File: config.mk
export PLATFORM = sky130hd
export DESIGN_NAME = load_store_unit_flat
export DESIGN_NICKNAME = d
export VERILOG_FILES = /design/src/rtl/load_store_unit_if.sv /design/src/rtl/load_store_unit.sv /design/src/flat_wrapper.sv
export SDC_FILE = /design/constraint.sdc
export NUM_CORES = 1
export LEC_CHECK = 0
export BUFFER_PORTS_ARGS = -buffer_cell sky130_fd_sc_hd__buf_2
export CAP_MARGIN = 20
export CORE_MARGIN = 2
export CORE_UTILIZATION = 55
export DETAILED_ROUTE_END_ITERATION = 8
export GPL_TIMING_DRIVEN = 1
export PLACE_DENSITY_LB_ADDON = 0.2
export SLEW_MARGIN = 20
export SYNTH_ARGS = -nofsm -noshare
export SYNTH_HDL_FRONTEND = slang
export SYNTH_SLANG_ARGS = --single-unit
File: constraint.sdc
create_clock -name clk -period 2.9 [get_ports clk]
set_input_delay 0.58 -clock clk [delete_from_list [all_inputs] [get_ports clk]]
set_output_delay 0.58 -clock clk [all_outputs]
set_load 0.02 [all_outputs]
File: src/rtl/load_store_unit_if.sv
// Pipeline request and data-memory bus seen by the load/store unit.
interface load_store_unit_if;
    localparam int unsigned DATA_W = 32;

    logic                req_valid;
    logic                req_write;
    logic [2:0]          funct3;
    logic [DATA_W-1:0]   addr;
    logic [DATA_W-1:0]   store_data;
    logic                stall;
    logic [DATA_W-1:0]   load_data;
    logic                load_valid;
    logic                fault;
    logic                MemRead;
    logic                MemWrite;
    logic [DATA_W-1:0]   ALUresult;
    logic [DATA_W-1:0]   MemWriteData;
    logic [DATA_W-1:0]   MemReadData;

    // Load/store unit side
    modport slave (
        input  req_valid, req_write, funct3, addr, store_data, MemReadData,
        output stall, load_data, load_valid, fault,
               MemRead, MemWrite, ALUresult, MemWriteData
    );

    // Pipeline + memory side
    modport master (
        output req_valid, req_write, funct3, addr, store_data, MemReadData,
        input  stall, load_data, load_valid, fault,
               MemRead, MemWrite, ALUresult, MemWriteData
    );
endinterface

File: src/rtl/load_store_unit.sv
// MEM-stage load/store unit: word-granular memory access, load lane
// extraction/extension, and two-cycle read-modify-write for SB/SH.
module load_store_unit #(
    parameter int unsigned MEM_WORDS = 32
) (
    input  logic               clk,
    input  logic               rst,
    load_store_unit_if.slave   bus
);
    localparam int unsigned DATA_W = 32;
    localparam int unsigned WIDX_W = 30;

    typedef enum logic [0:0] {IDLE = 1'b0, RMW_WR = 1'b1} state_t;

    state_t              state_q, state_d;
    logic [DATA_W-1:0]   load_data_q;
    logic                load_valid_q;
    logic                fault_q;
    logic [DATA_W-1:0]   buffer_q;
    logic [WIDX_W-1:0]   widx_q;

    logic                bad_funct3, misaligned, out_of_range, is_fault;
    logic                accept, is_rmw;
    logic [1:0]          size;
    logic [4:0]          byte_shift, half_shift;
    logic [DATA_W-1:0]   rd_byte_sh, rd_half_sh;
    logic [7:0]          sel_byte;
    logic [15:0]         sel_half;
    logic [DATA_W-1:0]   load_ext;
    logic [DATA_W-1:0]   lane_mask, lane_data, merged;

    // Request decode, fault detection and load/merge datapath
    always_comb begin
        size       = bus.funct3[1:0];
        bad_funct3 = 1'b0;
        case (bus.funct3)
            3'd3, 3'd6, 3'd7: bad_funct3 = 1'b1;
            default:          bad_funct3 = 1'b0;
        endcase
        misaligned   = ((size == 2'd1) && bus.addr[0]) ||
                       ((size == 2'd2) && (bus.addr[1:0] != 2'b00));
        out_of_range = 32'(bus.addr[31:2]) >= 32'(MEM_WORDS);
        is_fault     = bad_funct3 || misaligned || out_of_range;
        accept       = bus.req_valid && !is_fault;
        is_rmw       = accept && bus.req_write && (size != 2'd2);

        byte_shift = 5'({bus.addr[1:0], 3'b000});
        half_shift = 5'({bus.addr[1], 4'b0000});
        rd_byte_sh = bus.MemReadData >> byte_shift;
        rd_half_sh = bus.MemReadData >> half_shift;
        sel_byte   = rd_byte_sh[7:0];
        sel_half   = rd_half_sh[15:0];

        case (bus.funct3)
            3'd0:    load_ext = {{24{sel_byte[7]}}, sel_byte};
            3'd1:    load_ext = {{16{sel_half[15]}}, sel_half};
            3'd4:    load_ext = {24'h0, sel_byte};
            3'd5:    load_ext = {16'h0, sel_half};
            default: load_ext = bus.MemReadData;
        endcase

        if (size == 2'd0) begin
            lane_mask = 32'h0000_00FF << byte_shift;
            lane_data = {24'h0, bus.store_data[7:0]} << byte_shift;
        end else begin
            lane_mask = 32'h0000_FFFF << half_shift;
            lane_data = {16'h0, bus.store_data[15:0]} << half_shift;
        end
        merged = (bus.MemReadData & ~lane_mask) | (lane_data & lane_mask);
    end

    // State register
    always_ff @(posedge clk or negedge rst) begin
        if (!rst) state_q <= IDLE;
        else      state_q <= state_d;
    end

    // Next-state: SB/SH spend one extra cycle writing the merged word
    always_comb begin
        state_d = state_q;
        case (state_q)
            IDLE:    if (is_rmw) state_d = RMW_WR;
            RMW_WR:  state_d = IDLE;
            default: state_d = IDLE;
        endcase
    end

    // Memory-side outputs; forced quiet while reset is asserted
    always_comb begin
        bus.MemRead      = 1'b0;
        bus.MemWrite     = 1'b0;
        bus.stall        = 1'b0;
        bus.MemWriteData = '0;
        bus.ALUresult    = bus.req_valid ? {bus.addr[31:2], 2'b00} : '0;
        if (rst) begin
            case (state_q)
                IDLE: begin
                    if (accept) begin
                        if (!bus.req_write) begin
                            bus.MemRead = 1'b1;
                        end else if (is_rmw) begin
                            bus.MemRead = 1'b1;
                            bus.stall   = 1'b1;
                        end else begin
                            bus.MemWrite     = 1'b1;
                            bus.MemWriteData = bus.store_data;
                        end
                    end
                end
                RMW_WR: begin
                    // Address comes from the latched request so the write
                    // lands correctly even if req_valid misbehaves.
                    bus.MemWrite     = 1'b1;
                    bus.MemWriteData = buffer_q;
                    bus.ALUresult    = {widx_q, 2'b00};
                end
                default: ;
            endcase
        end
    end

    // Registered load result, pulses and RMW buffer
    always_ff @(posedge clk or negedge rst) begin
        if (!rst) begin
            load_data_q  <= '0;
            load_valid_q <= 1'b0;
            fault_q      <= 1'b0;
            buffer_q     <= '0;
            widx_q       <= '0;
        end else begin
            load_valid_q <= 1'b0;
            fault_q      <= 1'b0;
            if ((state_q == IDLE) && bus.req_valid) begin
                if (is_fault) begin
                    fault_q <= 1'b1;
                end else if (!bus.req_write) begin
                    load_data_q  <= load_ext;
                    load_valid_q <= 1'b1;
                end else if (is_rmw) begin
                    buffer_q <= merged;
                    widx_q   <= bus.addr[31:2];
                end
            end
        end
    end

    assign bus.load_data  = load_data_q;
    assign bus.load_valid = load_valid_q;
    assign bus.fault      = fault_q;
endmodule

File: src/flat_wrapper.sv
// flat-port wrapper written by rule: the top's interface ports become plain ports
module load_store_unit_flat 
#(
    parameter int unsigned MEM_WORDS = 32
)
  (clk, rst, bus_req_valid, bus_req_write, bus_funct3, bus_addr, bus_store_data, bus_MemReadData, bus_stall, bus_load_data, bus_load_valid, bus_fault, bus_MemRead, bus_MemWrite, bus_ALUresult, bus_MemWriteData);
  load_store_unit_if bus_i ();
  input  logic clk;
  input  logic rst;
  input wire logic [$bits(bus_i.req_valid)-1:0] bus_req_valid;
  input wire logic [$bits(bus_i.req_write)-1:0] bus_req_write;
  input wire logic [$bits(bus_i.funct3)-1:0] bus_funct3;
  input wire logic [$bits(bus_i.addr)-1:0] bus_addr;
  input wire logic [$bits(bus_i.store_data)-1:0] bus_store_data;
  input wire logic [$bits(bus_i.MemReadData)-1:0] bus_MemReadData;
  output wire logic [$bits(bus_i.stall)-1:0] bus_stall;
  output wire logic [$bits(bus_i.load_data)-1:0] bus_load_data;
  output wire logic [$bits(bus_i.load_valid)-1:0] bus_load_valid;
  output wire logic [$bits(bus_i.fault)-1:0] bus_fault;
  output wire logic [$bits(bus_i.MemRead)-1:0] bus_MemRead;
  output wire logic [$bits(bus_i.MemWrite)-1:0] bus_MemWrite;
  output wire logic [$bits(bus_i.ALUresult)-1:0] bus_ALUresult;
  output wire logic [$bits(bus_i.MemWriteData)-1:0] bus_MemWriteData;
  assign bus_i.req_valid = bus_req_valid;
  assign bus_i.req_write = bus_req_write;
  assign bus_i.funct3 = bus_funct3;
  assign bus_i.addr = bus_addr;
  assign bus_i.store_data = bus_store_data;
  assign bus_i.MemReadData = bus_MemReadData;
  assign bus_stall = bus_i.stall;
  assign bus_load_data = bus_i.load_data;
  assign bus_load_valid = bus_i.load_valid;
  assign bus_fault = bus_i.fault;
  assign bus_MemRead = bus_i.MemRead;
  assign bus_MemWrite = bus_i.MemWrite;
  assign bus_ALUresult = bus_i.ALUresult;
  assign bus_MemWriteData = bus_i.MemWriteData;
  load_store_unit #(.MEM_WORDS(MEM_WORDS)) u_core (.clk(clk), .rst(rst), .bus(bus_i));
endmodule
==> out/metrics.cfg <==
[status]
outcome = completed

[sta]
slew_headroom_pct = 47.8
rsz0062_at_grt = no
post-route-min-period_ns = 2.81
report.final.slew_viol_count = 0
setup_violations = 0
fmax_ghz = 0.356
fin_skew_ns = 0.00674
fin_crit_sh_pct = 96.8
hold_violations = 0
worstMarginPinSlew_ns = 0.768

[power_and_ir_drop]
leakagePower_uw = 0.00371
pwr_density_cell_mw_per_mm2 = 377
ir_drop_v = 0.000192

[setup_path]
reg2reg_slack_ns = 0.86
reg2regPathDepth = 5
r2r_end = u_core.bus.load_data[11]$_DFFE_PN0P_
crit_arrival_ns = 2.23
critPathRequiredTime_ns = 2.32
critPathLaunchType = input pin
r2r-start = u_core.state_q$_DFF_PN0_
worstPathMaxFanout = 5
cp-end-kind = output port
critPathKind = input pin to output port

[clock_network]
h-tree-depth = 3
clk_latency_ns = 0.37
cts_root_buf = clkbuf_8
cts_hold_buf = 0
clock_path_buffers = 2
cts_buffers = 9
cts_tree = built
path_clk_slew_ns = 0.09
cts.sinks = 97

[final_layout]
layout_commonest_cell = buf_2
mostFrequentLayoutCells = buf_2 (200), nand2_1 (100), dfrtp_1 (97), o21ai_0 (62), mux2_2 (61)
final_cell_area_mm2 = 0.00719
multi_input_area_mm2 = 0.00313
syn2layout_area_growth_pct = 23.1
fill_cells = 854
ff_latch_area_mm2 = 0.00243
layout-drive-gt1-share_pct = 41.8
nets = 905
post-route-util_pct = 69.7
layout.cells.non_filler = 944

[die]
core_area_mm2 = 0.0103
die_w_um = 107
dieArea_mm2 = 0.0115
num_rows = 37
ios = 204
fp.dieH_um = 107
initial_core_util_pct = 56.6

[yosys]
yosysTopAreaCell = dfrtp_1
yosysTopAreaCellShare_pct = 41.6
synthFlopType = dfrtp_1
synth-edff-count = 0
syn_inst = 616
yosysUniqueCellTypes = 49
yosysWarnings = 0
syn_area_mm2 = 0.00584
ys_seq_area_share_pct = 41.6
ys_ff_latch = 97
syn_avg_cell_area_um2 = 9.48
synth.area.top_cells = dfrtp_1 (42%), mux2_2 (12%), nand2_1 (6.4%)
async_reset_ff_share_pct = 100

[route]
drc_errors = 0
vias = 5445
wl_per_cell_um = 17.7
vias_per_cell = 5.77
drt_pass1_iterations = 5
drt_iter0_markers = 351
routed_wl_mm = 16.7
final_antenna_net_count = 0

[placement]
place_area_mm2 = 0.00696
gp_congestion = 0.941
post-place-cells = 926
dp_hpwl_mm = 12.7
numPortBuffers = 201

[global_routing]
gr-usage-met3_pct = 4.62
grt_max_degree = 61
grtUsageMet1_pct = 43.2
grt_pass1_wl_mm = 26.9
grt.met2_usage_pct = 45.9
busiest_layer = met2
antenna_found_initial = 1
grt-ovfl-total = 0
grt_util_all_layers_pct = 29.9
grt_pass1_vias = 5222

[run]
max_cap_viol_count = 0

[min_path]
min_path_type = input pin to async pin

## worst max-delay path, stage by stage
cell	delay (ns)
buf_2	0.12
nor4_4	0.36
and4_2	0.30
nand3_1	0.17
nor4b_1	0.45
buf_2	0.25
## power breakdown
group	switching [uW]	total, uW	internal, uW
Clock	472	916	443
Sequential	0.249	1350	1350
Combinational	272	446	174
Total	744	2710	1970
## cells by family after synthesis
| family | Yosys count | synth area share [%] |
|---|---|---|
| simple gates | 212 | 18.4 |
| compound gates | 152 | 16.4 |
| other cells | 1 | 0.0642 |
| buf+inv | 64 | 5.29 |
| mux | 90 | 18.4 |
| flops | 97 | 41.6 |
## what timing repair did
item                                    4_1_cts  5_1_grt
pin swaps                                     0        1
endpoints found under the setup margin        1       32
setup buffers                                 0        1
gates resized for setup                       1        2
hold endpoints to repair                      0        0
## worst max path at each step
| stage | start | endpoint | slack, ns | cells past startpoint |
|---|---|---|---|---|
| finish | bus_addr[8] | bus_MemRead | 0.09 | 6 |
| global route | bus_addr[23] | bus_MemRead | 0.02 | 6 |
| CTS | bus_addr[29] | bus_MemWriteData[1] | 0.07 | 7 |
| detailed placement | bus_addr[29] | bus_MemWriteData[1] | -0.004 | 7 |
| global placement | bus_addr[29] | bus_MemWriteData[1] | 0.08 | 7 |
| floorplan | bus_addr[29] | bus_MemRead | 0.17 | 4 |
## stage by stage
| stage | worst slack, ns | hold slack, ns | setup TNS, ns | power, uW |
|---|---|---|---|---|
| 6_report | 0.0921 | 0.0670 | 0 | 2710 |
| 5_1_grt | 0.0187 | 0.0636 | 0 | 2830 |
| 4_1_cts | 0.0725 | 0.0692 | 0 | 2710 |
| 3_5_place_dp | -0.00436 | 0.469 | -0.00436 | 1820 |
| 3_3_place_gp | 0.0792 | 0.465 | 0 | 1810 |
| 2_1_floorplan | 0.170 | 0.284 | 0 | 1610 |
## Yosys cell counts (8+ instances only)
master / instances
a21o_1: 8
buf_2: 8
nand2_1: 100
mux2i_1: 10
clkbuf_1: 34
inv_1: 12
a21oi_1: 16
mux2_4: 19
a22o_1: 16
nand3_1: 33
o22ai_1: 16
o31ai_1: 16
nor2_1: 22
dfrtp_1: 97
or3_1: 8
o21ai_0: 63
mux2_2: 61
and2_1: 26
a22oi_1: 8
## state kept, by name, indices dropped and copies added (netlist names)
register	cells
u_core.buffer_q	32
u_core.bus.fault	1
u_core.bus.load_valid	1
u_core.state_q	1
u_core.widx_q	30
u_core.bus.load_data	32
## routing by layer
metal  part of all wire (%)  routed length, um  up-vias
met3                    6.1               1010       25
met5                      0                  0        -
li1                       -                  -     2553
met1                     46               7630     2651
met2                     46               7700      216
met4                    2.4                398        0
## final cells by class
cell class / instances / area share (%)
diodes: 1 / 0.0348
clock buffers: 11 / 2.11
clock inverters: 5 / 0.748
inverters: 14 / 0.835
multi-input cells: 456 / 43.5
flip-flops and latches: 97 / 33.8
well taps: 136 / 2.37
repair buffers: 224 / 16.7
Power figures use the tool's default switching activity.
